$ cat src/rtl/wishbone_burst_master_pkg.sv
// Shared definitions for the Wishbone burst master: FSM encodings, status codes
// and default bus widths.
package wishbone_burst_master_pkg;

    localparam logic [2:0] ST_IDLE   = 3'd0;
    localparam logic [2:0] ST_LOAD_W = 3'd1;
    localparam logic [2:0] ST_STROBE = 3'd2;
    localparam logic [2:0] ST_GAP    = 3'd3;
    localparam logic [2:0] ST_RESP   = 3'd4;

    localparam logic [1:0] WB_ST_OK      = 2'd0;
    localparam logic [1:0] WB_ST_ERR     = 2'd1;
    localparam logic [1:0] WB_ST_TIMEOUT = 2'd2;

    localparam int WB_ADDR_WIDTH_DEF = 32;
    localparam int WB_DATA_WIDTH_DEF = 64;

endpackage

$ cat src/rtl/wishbone_burst_master_if.sv
// Wishbone B4 classic-cycle bus signals, named from the master's point of view.
interface wishbone_burst_master_if #(
    parameter int ADDR_WIDTH = 32,
    parameter int DATA_WIDTH = 64
);
    logic [ADDR_WIDTH-1:0]   adr_o;
    logic [DATA_WIDTH-1:0]   dat_o;
    logic [DATA_WIDTH/8-1:0] sel_o;
    logic                    we_o;
    logic                    cyc_o;
    logic                    stb_o;
    logic [DATA_WIDTH-1:0]   dat_i;
    logic                    ack_i;
    logic                    err_i;

    modport master (
        output adr_o, dat_o, sel_o, we_o, cyc_o, stb_o,
        input  dat_i, ack_i, err_i
    );

    modport slave (
        input  adr_o, dat_o, sel_o, we_o, cyc_o, stb_o,
        output dat_i, ack_i, err_i
    );
endinterface

$ cat src/rtl/wishbone_burst_master_timeout.sv
// No-ack watchdog: counts enabled cycles; expired marks the limit-th cycle.
// A zero limit never expires.
module wb_timeout_counter #(
    parameter int CW = 8
) (
    input  logic          clk_i,
    input  logic          rst_i,
    input  logic          enable,
    input  logic          clear,
    input  logic [CW-1:0] limit,
    output logic          expired
);
    logic [CW-1:0] count;

    always_ff @(posedge clk_i or posedge rst_i) begin
        if (rst_i)       count <= '0;
        else if (clear)  count <= '0;
        else if (enable) count <= count + CW'(1);
    end

    assign expired = enable && (limit != '0) && (count == limit - CW'(1));
endmodule

$ cat src/rtl/wishbone_burst_master.sv
// Wishbone B4 classic-cycle burst master: single or incrementing bursts from a
// valid/ready command port, read beats streamed out, one done pulse with status.
module wishbone_burst_master
    import wishbone_burst_master_pkg::*;
#(
    parameter int ADDR_WIDTH     = WB_ADDR_WIDTH_DEF,
    parameter int DATA_WIDTH     = WB_DATA_WIDTH_DEF,
    parameter int LEN_WIDTH      = 4,
    parameter int TIMEOUT_CYCLES = 255
) (
    input  logic                    clk_i,
    input  logic                    rst_i,
    input  logic                    cmd_valid_i,
    output logic                    cmd_ready_o,
    input  logic                    cmd_we_i,
    input  logic [ADDR_WIDTH-1:0]   cmd_addr_i,
    input  logic [DATA_WIDTH/8-1:0] cmd_sel_i,
    input  logic [LEN_WIDTH-1:0]    cmd_len_i,
    input  logic                    wr_valid_i,
    input  logic [DATA_WIDTH-1:0]   wr_data_i,
    output logic                    wr_ready_o,
    output logic                    rd_valid_o,
    output logic [DATA_WIDTH-1:0]   rd_data_o,
    output logic                    rd_last_o,
    output logic                    done_o,
    output logic [1:0]              status_o,
    output logic                    busy_o,
    output logic [DATA_WIDTH-1:0]   last_read_value_o,
    wishbone_burst_master_if.master wb
);
    localparam int TW = (TIMEOUT_CYCLES > 1) ? $clog2(TIMEOUT_CYCLES + 1) : 1;
    localparam logic [ADDR_WIDTH-1:0] STEP = ADDR_WIDTH'(DATA_WIDTH / 8);

    logic [2:0]              state, next_state;
    logic [LEN_WIDTH-1:0]    len_q, beat_q;
    logic [ADDR_WIDTH-1:0]   adr_q;
    logic [DATA_WIDTH-1:0]   dat_q;
    logic [DATA_WIDTH/8-1:0] sel_q;
    logic                    we_q, cyc_q, stb_q;
    logic                    accept, last_beat, tmo_expired, tmo_clear;

    assign accept    = (state == ST_IDLE) && cmd_valid_i && cmd_ready_o;
    assign last_beat = (beat_q == len_q);
    assign tmo_clear = (next_state == ST_STROBE) && (state != ST_STROBE);

    wb_timeout_counter #(.CW(TW)) u_timeout (
        .clk_i   (clk_i),
        .rst_i   (rst_i),
        .enable  (state == ST_STROBE),
        .clear   (tmo_clear),
        .limit   (TW'(TIMEOUT_CYCLES)),
        .expired (tmo_expired)
    );

    always_comb begin
        next_state = state;
        case (state)
            ST_IDLE:   if (accept) next_state = cmd_we_i ? ST_LOAD_W : ST_STROBE;
            ST_LOAD_W: if (wr_valid_i) next_state = ST_STROBE;
            ST_STROBE: begin
                // err_i takes priority over a simultaneous ack_i
                if (wb.err_i)        next_state = ST_RESP;
                else if (wb.ack_i)   next_state = last_beat ? ST_RESP : ST_GAP;
                else if (tmo_expired) next_state = ST_RESP;
            end
            ST_GAP:    next_state = we_q ? ST_LOAD_W : ST_STROBE;
            ST_RESP:   next_state = ST_IDLE;
            default:   next_state = ST_IDLE;
        endcase
    end

    // Bus controls are registered from next_state so they change cleanly on the edge.
    always_ff @(posedge clk_i or posedge rst_i) begin
        if (rst_i) begin
            state             <= ST_IDLE;
            cmd_ready_o       <= 1'b0;
            len_q             <= '0;
            beat_q            <= '0;
            adr_q             <= '0;
            dat_q             <= '0;
            sel_q             <= '0;
            we_q              <= 1'b0;
            cyc_q             <= 1'b0;
            stb_q             <= 1'b0;
            rd_valid_o        <= 1'b0;
            rd_data_o         <= '0;
            rd_last_o         <= 1'b0;
            done_o            <= 1'b0;
            status_o          <= WB_ST_OK;
            last_read_value_o <= '0;
        end else begin
            state       <= next_state;
            cmd_ready_o <= (next_state == ST_IDLE);
            cyc_q       <= (next_state == ST_LOAD_W) || (next_state == ST_STROBE) ||
                           (next_state == ST_GAP);
            stb_q       <= (next_state == ST_STROBE);
            done_o      <= (next_state == ST_RESP);
            rd_valid_o  <= 1'b0;
            rd_last_o   <= 1'b0;

            if (accept) begin
                adr_q  <= cmd_addr_i;
                sel_q  <= cmd_sel_i;
                we_q   <= cmd_we_i;
                len_q  <= cmd_len_i;
                beat_q <= '0;
            end

            if (state == ST_LOAD_W && wr_valid_i) dat_q <= wr_data_i;

            if (state == ST_STROBE && !wb.err_i && wb.ack_i) begin
                if (!we_q) begin
                    rd_valid_o        <= 1'b1;
                    rd_data_o         <= wb.dat_i;
                    last_read_value_o <= wb.dat_i;
                    rd_last_o         <= last_beat;
                end
                if (!last_beat) begin
                    beat_q <= beat_q + LEN_WIDTH'(1);
                    adr_q  <= adr_q + STEP;
                end
            end

            if (state == ST_STROBE && next_state == ST_RESP) begin
                status_o <= wb.err_i ? WB_ST_ERR : (wb.ack_i ? WB_ST_OK : WB_ST_TIMEOUT);
                we_q     <= 1'b0;
            end
        end
    end

    assign busy_o     = (state != ST_IDLE);
    assign wr_ready_o = (state == ST_LOAD_W);

    assign wb.adr_o = adr_q;
    assign wb.dat_o = dat_q;
    assign wb.sel_o = sel_q;
    assign wb.we_o  = we_q;
    assign wb.cyc_o = cyc_q;
    assign wb.stb_o = stb_q;
endmodule
$ cat src/flat_wrapper.sv
// flat-port wrapper written by rule: the top's interface ports become plain ports
module wishbone_burst_master_flat import wishbone_burst_master_pkg::*;
#(
    parameter int ADDR_WIDTH     = WB_ADDR_WIDTH_DEF,
    parameter int DATA_WIDTH     = WB_DATA_WIDTH_DEF,
    parameter int LEN_WIDTH      = 4,
    parameter int TIMEOUT_CYCLES = 255
)
  (clk_i, rst_i, cmd_valid_i, cmd_ready_o, cmd_we_i, cmd_addr_i, cmd_sel_i, cmd_len_i, wr_valid_i, wr_data_i, wr_ready_o, rd_valid_o, rd_data_o, rd_last_o, done_o, status_o, busy_o, last_read_value_o, wb_adr_o, wb_dat_o, wb_sel_o, wb_we_o, wb_cyc_o, wb_stb_o, wb_dat_i, wb_ack_i, wb_err_i);
  wishbone_burst_master_if #(.ADDR_WIDTH(ADDR_WIDTH), .DATA_WIDTH(DATA_WIDTH)) wb_i ();
  input  logic clk_i;
  input  logic rst_i;
  input  logic cmd_valid_i;
  output logic cmd_ready_o;
  input  logic cmd_we_i;
  input  logic [ADDR_WIDTH-1:0] cmd_addr_i;
  input  logic [DATA_WIDTH/8-1:0] cmd_sel_i;
  input  logic [LEN_WIDTH-1:0] cmd_len_i;
  input  logic wr_valid_i;
  input  logic [DATA_WIDTH-1:0] wr_data_i;
  output logic wr_ready_o;
  output logic rd_valid_o;
  output logic [DATA_WIDTH-1:0] rd_data_o;
  output logic rd_last_o;
  output logic done_o;
  output logic [1:0] status_o;
  output logic busy_o;
  output logic [DATA_WIDTH-1:0] last_read_value_o;
  output wire logic [$bits(wb_i.adr_o)-1:0] wb_adr_o;
  output wire logic [$bits(wb_i.dat_o)-1:0] wb_dat_o;
  output wire logic [$bits(wb_i.sel_o)-1:0] wb_sel_o;
  output wire logic [$bits(wb_i.we_o)-1:0] wb_we_o;
  output wire logic [$bits(wb_i.cyc_o)-1:0] wb_cyc_o;
  output wire logic [$bits(wb_i.stb_o)-1:0] wb_stb_o;
  input wire logic [$bits(wb_i.dat_i)-1:0] wb_dat_i;
  input wire logic [$bits(wb_i.ack_i)-1:0] wb_ack_i;
  input wire logic [$bits(wb_i.err_i)-1:0] wb_err_i;
  assign wb_adr_o = wb_i.adr_o;
  assign wb_dat_o = wb_i.dat_o;
  assign wb_sel_o = wb_i.sel_o;
  assign wb_we_o = wb_i.we_o;
  assign wb_cyc_o = wb_i.cyc_o;
  assign wb_stb_o = wb_i.stb_o;
  assign wb_i.dat_i = wb_dat_i;
  assign wb_i.ack_i = wb_ack_i;
  assign wb_i.err_i = wb_err_i;
  wishbone_burst_master #(.ADDR_WIDTH(ADDR_WIDTH), .DATA_WIDTH(DATA_WIDTH), .LEN_WIDTH(LEN_WIDTH), .TIMEOUT_CYCLES(TIMEOUT_CYCLES)) u_core (.clk_i(clk_i), .rst_i(rst_i), .cmd_valid_i(cmd_valid_i), .cmd_ready_o(cmd_ready_o), .cmd_we_i(cmd_we_i), .cmd_addr_i(cmd_addr_i), .cmd_sel_i(cmd_sel_i), .cmd_len_i(cmd_len_i), .wr_valid_i(wr_valid_i), .wr_data_i(wr_data_i), .wr_ready_o(wr_ready_o), .rd_valid_o(rd_valid_o), .rd_data_o(rd_data_o), .rd_last_o(rd_last_o), .done_o(done_o), .status_o(status_o), .busy_o(busy_o), .last_read_value_o(last_read_value_o), .wb(wb_i));
endmodule
$ cat config.mk
export PLATFORM = sky130hd
export DESIGN_NAME = wishbone_burst_master_flat
export DESIGN_NICKNAME = d
export VERILOG_FILES = /design/src/rtl/wishbone_burst_master_pkg.sv /design/src/rtl/wishbone_burst_master_if.sv /design/src/rtl/wishbone_burst_master_timeout.sv /design/src/rtl/wishbone_burst_master.sv /design/src/flat_wrapper.sv
export SDC_FILE = /design/constraint.sdc
export NUM_CORES = 1
export LEC_CHECK = 0
export BUFFER_PORTS_ARGS = -buffer_cell sky130_fd_sc_hd__buf_4
export CAP_MARGIN = 20
export CORE_AREA = 4 4 160 162
export DETAILED_ROUTE_END_ITERATION = 6
export DIE_AREA = 0 0 164 166
export PLACE_DENSITY = 0.75
export SLEW_MARGIN = 15
export SYNTH_ARGS = -nofsm -noshare
export SYNTH_HDL_FRONTEND = slang
export SYNTH_SLANG_ARGS = --single-unit
$ cat constraint.sdc
create_clock -name clk_i -period 8.75 [get_ports clk_i]
set_clock_uncertainty 0.15 [all_clocks]
set_input_delay 2.1875 -clock clk_i [delete_from_list [all_inputs] [get_ports clk_i]]
set_output_delay 2.1875 -clock clk_i [all_outputs]
set_load 0.02 [all_outputs]
==> results of run 1 <==
[metrics by stage]
stage	instance area (µm²)	hold WS (ns)	worst slack, ns
detailed placement	11900	0.313	4.28
CTS	12500	0.334	4.74
finish	12500	0.330	4.75
global placement	11900	0.311	4.33
floorplan	8900	0.317	1.07
global route	12500	0.344	4.65
[registers in the layout (all words and copies together), names as in the netlist, 2 cells and up]
signal / count
u_core.rd_data_o: 64
u_core.wb.dat_o: 64
u_core.wb.adr_o: 32
u_core.u_timeout.count: 8
u_core.wb.sel_o: 8
u_core.beat_q: 4
u_core.len_q: 4
u_core.state: 3
u_core.status_o: 2
[worst paths after layout]
kind	from	to	slack, ns	cells after the start
setup reg to reg	u_core.state[1]	u_core.rd_data_o[38]	5.91	5
hold reg to reg	u_core.wb.sel_o[3]	u_core.wb.sel_o[3]	0.33	2
setup / recovery	wb_err_i	u_core.rd_data_o[38]	4.75	6
min in group asynchronous	rst_i	u_core.wb.dat_o[54]	1.76	2
max in group asynchronous	rst_i	u_core.cmd_ready_o	5.16	3
hold / removal	u_core.wb.sel_o[3]	u_core.wb.sel_o[3]	0.33	2
[cell families (layout without fill, tap and decap cells)]
| kind of cell | Yosys count | count (layout) | synth area share |
|---|---|---|---|
| simple gates | 212 | 212 | 0.123 |
| xor+xnor | 8 | 8 | 0.00787 |
| buf+inv | 105 | 465 | 0.0780 |
| compound gates | 82 | 82 | 0.0667 |
| fa+ha+maj | 4 | 4 | 0.00562 |
| mux | 133 | 133 | 0.168 |
| flops | 196 | 196 | 0.551 |
| other cells | 0 | 2 | 0 |
[final cells by class]
type,count,area share
sequential,196,0.393
multi-input combinational,439,0.266
inverter,8,0.00301
clock buffer,17,0.0341
timing repair buffer,426,0.257
tap,324,0.0325
clock inverter,14,0.0134
antenna,2,0.000401
[routing by layer]
layer | vias up | routed length (µm) | global-route usage
met1 | 3536 | 10800 | 0.245
met4 | 2 | 707 | 0.0635
met5 | - | 14 | 0
met2 | 290 | 14700 | 0.351
li1 | 3260 | - | -
met3 | 42 | 2180 | 0.0553
[worst max-delay path: cells and delay by family]
family	cells	cell delay, ns
mux	1	0.42
simple gates	3	0.71
buf+inv	2	0.78
[placed cells by master (no fill, tap or decap), types with 3 or more instances in the layout]
| cell | count |
|---|---|
| and4_1 | 10 |
| o21ai_1 | 3 |
| a22o_1 | 3 |
| o21ai_0 | 13 |
| mux2i_1 | 4 |
| or2_2 | 3 |
| buf_4 | 426 |
| inv_1 | 7 |
| nand2_1 | 76 |
| a21oi_1 | 10 |
| nor3b_1 | 4 |
| a211oi_1 | 9 |
| o31ai_1 | 3 |
| mux2_2 | 125 |
| clkbuf_16 | 17 |
| a211o_1 | 4 |
| ha_1 | 4 |
| and2_1 | 4 |
| nor4_1 | 4 |
| and3_1 | 9 |
| o21a_1 | 4 |
| inv_8 | 7 |
| nand3_1 | 17 |
| nand4_1 | 12 |
| o22ai_1 | 3 |
| o32ai_1 | 5 |
| xnor2_1 | 6 |
| nand4_2 | 3 |
| a221o_1 | 3 |
| dfrtp_1 | 196 |
| nor2_1 | 39 |
| nor2_4 | 3 |
| o211ai_1 | 4 |
| nor3_1 | 11 |
| mux2_1 | 4 |
[power breakdown]
part | internal (mW) | total (mW) | leakage, nW | switching [mW]
clock | 0.408 | 0.798 | 0.286 | 0.389
sequential | 1.32 | 1.72 | 2.38 | 0.391
combinational | 1.13 | 2.49 | 3.31 | 1.35
total | 2.87 | 5.00 | 5.97 | 2.13
==> results.json, run 1 <==
{
  "end_kind": "register",
  "die_h_um": 166,
  "cts_sinks": 196,
  "fillerInstances": 2169,
  "grt_max_degree": 131,
  "yosysMostFrequentCell": "dfrtp_1",
  "hold_class": "register to register",
  "die_area_mm2": 0.0272,
  "powerDensity_mw_per_mm2": 401,
  "drc": 0,
  "ant_nets": 0,
  "crit_type": "input port to register",
  "relSlewSlack": 0.378,
  "cap_violations": 0,
  "fmax_mhz": 250,
  "fin_nets": 1271,
  "leakage_nw": 5.97,
  "rsz0062_at_grt": "false",
  "cts_resized": 0,
  "ys_seq_area_frac": 0.551,
  "regArea_mm2": 0.00490,
  "post-cts-setup-buffers": 0,
  "crit_fanout": 65,
  "fin_tns_setup_ns": 0,
  "root_buffer": "clkbuf_16",
  "gr-usage-all-layers": 0.203,
  "power.total_mw": 5.00,
  "drt_iter0_drc": 378,
  "period_share": 0.457,
  "start_kind": "input port",
  "slowest_stage": "buf_4",
  "antenna_found_initial": 3,
  "status": "completed",
  "h-tree-depth": 4,
  "arrival_ns": 4.16,
  "netlist_area_mm2": 0.00890,
  "synth-seq-cells": 196,
  "synth_top_area_frac": 0.551,
  "drt-wirelength-per-cell_um": 19.9,
  "drv_slew": 0,
  "vias_per_cell": 5.00,
  "drive_gt1_frac": 0.549,
  "ys_top_cells_by_area": "dfrtp_1 55%, mux2_2 16%, buf_4 6.2%",
  "final_cells": 1426,
  "place_congestion": 0.852,
  "rows": 57,
  "hold_violations": 0,
  "synth_flop_cell": "dfrtp_1",
  "holdBufCountCts": 0,
  "yosys-top-cells-count": "196 x dfrtp_1, 125 x mux2_2, 76 x nand2_1",
  "synth_edf_count": 0,
  "fp.dieW_um": 164,
  "drt_pass1_iterations": 5,
  "ioPinCount": 422,
  "synth_top_area_cell": "dfrtp_1",
  "grt_pass1_wl_um": 42600,
  "via_count": 7130,
  "max-vdd-ir-drop_mv": 0.172,
  "yosysUniqueCellTypes": 66,
  "synth_warnings": 0,
  "period_needed_ns": 4.00,
  "dpl.cell_count": 1393,
  "setup_violations": 0,
  "cts_buffer_depth": 2,
  "io_buffer_count": 421,
  "grt_overflow": 0,
  "cts.clk_slew.worst_paths_ns": 0.08,
  "path_common_cell": "buf_4",
  "postSynthCellCount": 740,
  "routed_wl_um": 28400,
  "syn2layout_area_growth_pct": 40.0,
  "required_ns": 8.91,
  "numCtsBuffers": 17,
  "fin_util": 0.517,
  "grt_pass1_vias": 7111,
  "insertion_delay_ns": 0.43,
  "fp.coreArea_mm2": 0.0241,
  "ys_async_sr_fraction": 1.00,
  "dp_hpwl_um": 21800,
  "tritoncts": "yes",
  "syn_nets": 923,
  "multi_input_area_mm2": 0.00332,
  "cpPeakStageDelay_ns": 0.65,
  "crit_chain": "buf_4, nor2b_1, nand2_4, nor2_4, buf_4, mux2_2",
  "start_util": 0.369,
  "tightest_slew_ns": 0.933,
  "syn_avg_cell_area_um2": 12.0
}
Note: power is estimated with default switching activity, not from simulation.
==> run 2, diff against run 1 <==
PLACE_DENSITY = 0.77   (was 0.75)
clock period = 3.64 ns   (was 8.75 ns; I/O delays follow)
==> run 2 against run 1 <==
Compared with the run above: sequential share of layout area is 0.36 points lower; highest routed layer unchanged; via count is 0.70% higher; non-clock buffer count is 8 higher; hold slack hardly changed; cell count is 0.70% higher; sequential cell count stayed put; die area stayed put; combinational power is 140% higher; total power is 140% higher; design area is 0.92% higher; global-route usage is 0.59 points higher.
==> results.json, run 2 (synthesis results as in run 1) <==
{
  "die_h_um": 166,
  "drt_pass1_iterations": 5,
  "drc": 0,
  "postLayoutCellArea_mm2": 0.0126,
  "setup_violations": 0,
  "powerDensity_mw_per_mm2": 963,
  "arrival_ns": 1.64,
  "fp.dieW_um": 164,
  "gr-usage-all-layers": 0.209,
  "rsz0062_at_grt": "false",
  "io_buffer_count": 421,
  "vias_per_cell": 5.00,
  "fin_nets": 1279,
  "grt_pass1_wl_um": 44000,
  "max-vdd-ir-drop_mv": 0.439,
  "place_ws_ns": 0.726,
  "cap_violations": 0,
  "grt_pass1_vias": 7237,
  "relSlewSlack": 0.404,
  "start_kind": "register",
  "ioPinCount": 422,
  "layout.cells.most_common": "buf_4",
  "die_area_mm2": 0.0272,
  "holdBufCountCts": 0,
  "via_count": 7180,
  "grt_max_degree": 66,
  "crit_type": "register to output port",
  "tritoncts": "yes",
  "drt-wirelength-per-cell_um": 20.4,
  "period_needed_ns": 2.70,
  "fmax_mhz": 371,
  "grt_overflow": 0,
  "hold_class": "register to register",
  "place_congestion": 0.863,
  "cts.clk_slew.worst_paths_ns": 0.08,
  "ant_nets": 0,
  "drive_gt1_frac": 0.552,
  "cts_buffer_depth": 2,
  "status": "completed",
  "fin_tns_setup_ns": 0,
  "start_util": 0.369,
  "hold_slack_ns": 0.329,
  "end_kind": "output port",
  "required_ns": 2.58,
  "dpl-instance-area_mm2": 0.0120,
  "routed_wl_um": 29200,
  "rows": 57,
  "drt_iter0_drc": 531,
  "syn2layout_area_growth_pct": 41.3,
  "cts_resized": 0,
  "cts_sinks": 196,
  "post-cts-setup-buffers": 0,
  "crit_fanout": 5,
  "fp.coreArea_mm2": 0.0241,
  "fin_ws_ns": 0.942,
  "leakage_nw": 6.03,
  "numCtsBuffers": 17,
  "most-common-layout-cells": "431 x buf_4, 196 x dfrtp_1, 125 x mux2_2",
  "h-tree-depth": 4,
  "antenna_found_initial": 4,
  "insertion_delay_ns": 0.43,
  "root_buffer": "clkbuf_16",
  "fin_util": 0.522,
  "drv_slew": 0,
  "tightest_slew_ns": 0.892,
  "period_share": 0.741,
  "hold_violations": 0,
  "dp_hpwl_um": 22700
}
## run 2: cell count changes in the layout (fill, tap and decap cells not counted)
cell | before | now
buf_12 | 0 | 3
diode_2 | 2 | 3
clkinv_2 | 1 | 0
clkinv_8 | 2 | 4
clkbuf_1 | 0 | 1
inv_8 | 7 | 4
inv_6 | 0 | 2
buf_4 | 426 | 431
## run 2: worst paths after layout
path                       cells after the start                   end                from  slack [ns]
min in group asynchronous                      2  u_core.rd_data_o[17]               rst_i        0.52
max in group asynchronous                      3   u_core.wb.adr_o[12]               rst_i        2.07
setup reg to reg                               6    u_core.wb.adr_o[7]     u_core.state[1]        1.20
setup / recovery                               3                busy_o     u_core.state[0]        0.94
hold / removal                                 2    u_core.wb.sel_o[4]  u_core.wb.sel_o[4]        0.33
hold reg to reg                                2    u_core.wb.sel_o[4]  u_core.wb.sel_o[4]        0.33
## run 2: per-stage QoR
step | cells | total power [mW]
after floorplan | 740 | 7.73
after global placement | 1401 | 10.1
after detailed placement | 1401 | 10.2
after CTS | 1433 | 12.2
after global routing | 1436 | 12.8
final | 1436 | 12.1
## run 2: cell type report
cell class	instances	area (µm²)
fill	2134	11500
sequential	196	4900
multi-input combinational	439	3320
timing repair buffer	434	3300
clock buffer	18	429
tap	324	405
clock inverter	14	183
inverter	8	33.8
antenna	3	7.51
## run 2: worst max-delay path, stage by stage (launching register included)
cell     delay (ns)
dfrtp_1        0.44
nor3_1         0.46
inv_1          0.12
buf_4          0.19
## run 2: where the power goes
group | internal, mW | leakage, nW | switching, mW
combinational | 2.74 | 3.35 | 3.29
sequential | 3.19 | 2.38 | 0.955
clock | 0.995 | 0.294 | 0.947
## run 2: layer usage
metal	share of wire	routed length, µm	vias up	track usage
li1	-	-	3281	-
met1	0.39	11400	3577	0.257
met2	0.52	15200	285	0.364
met3	0.065	1910	35	0.0462
met4	0.023	677	2	0.0635
met5	0.00027	8	-	0
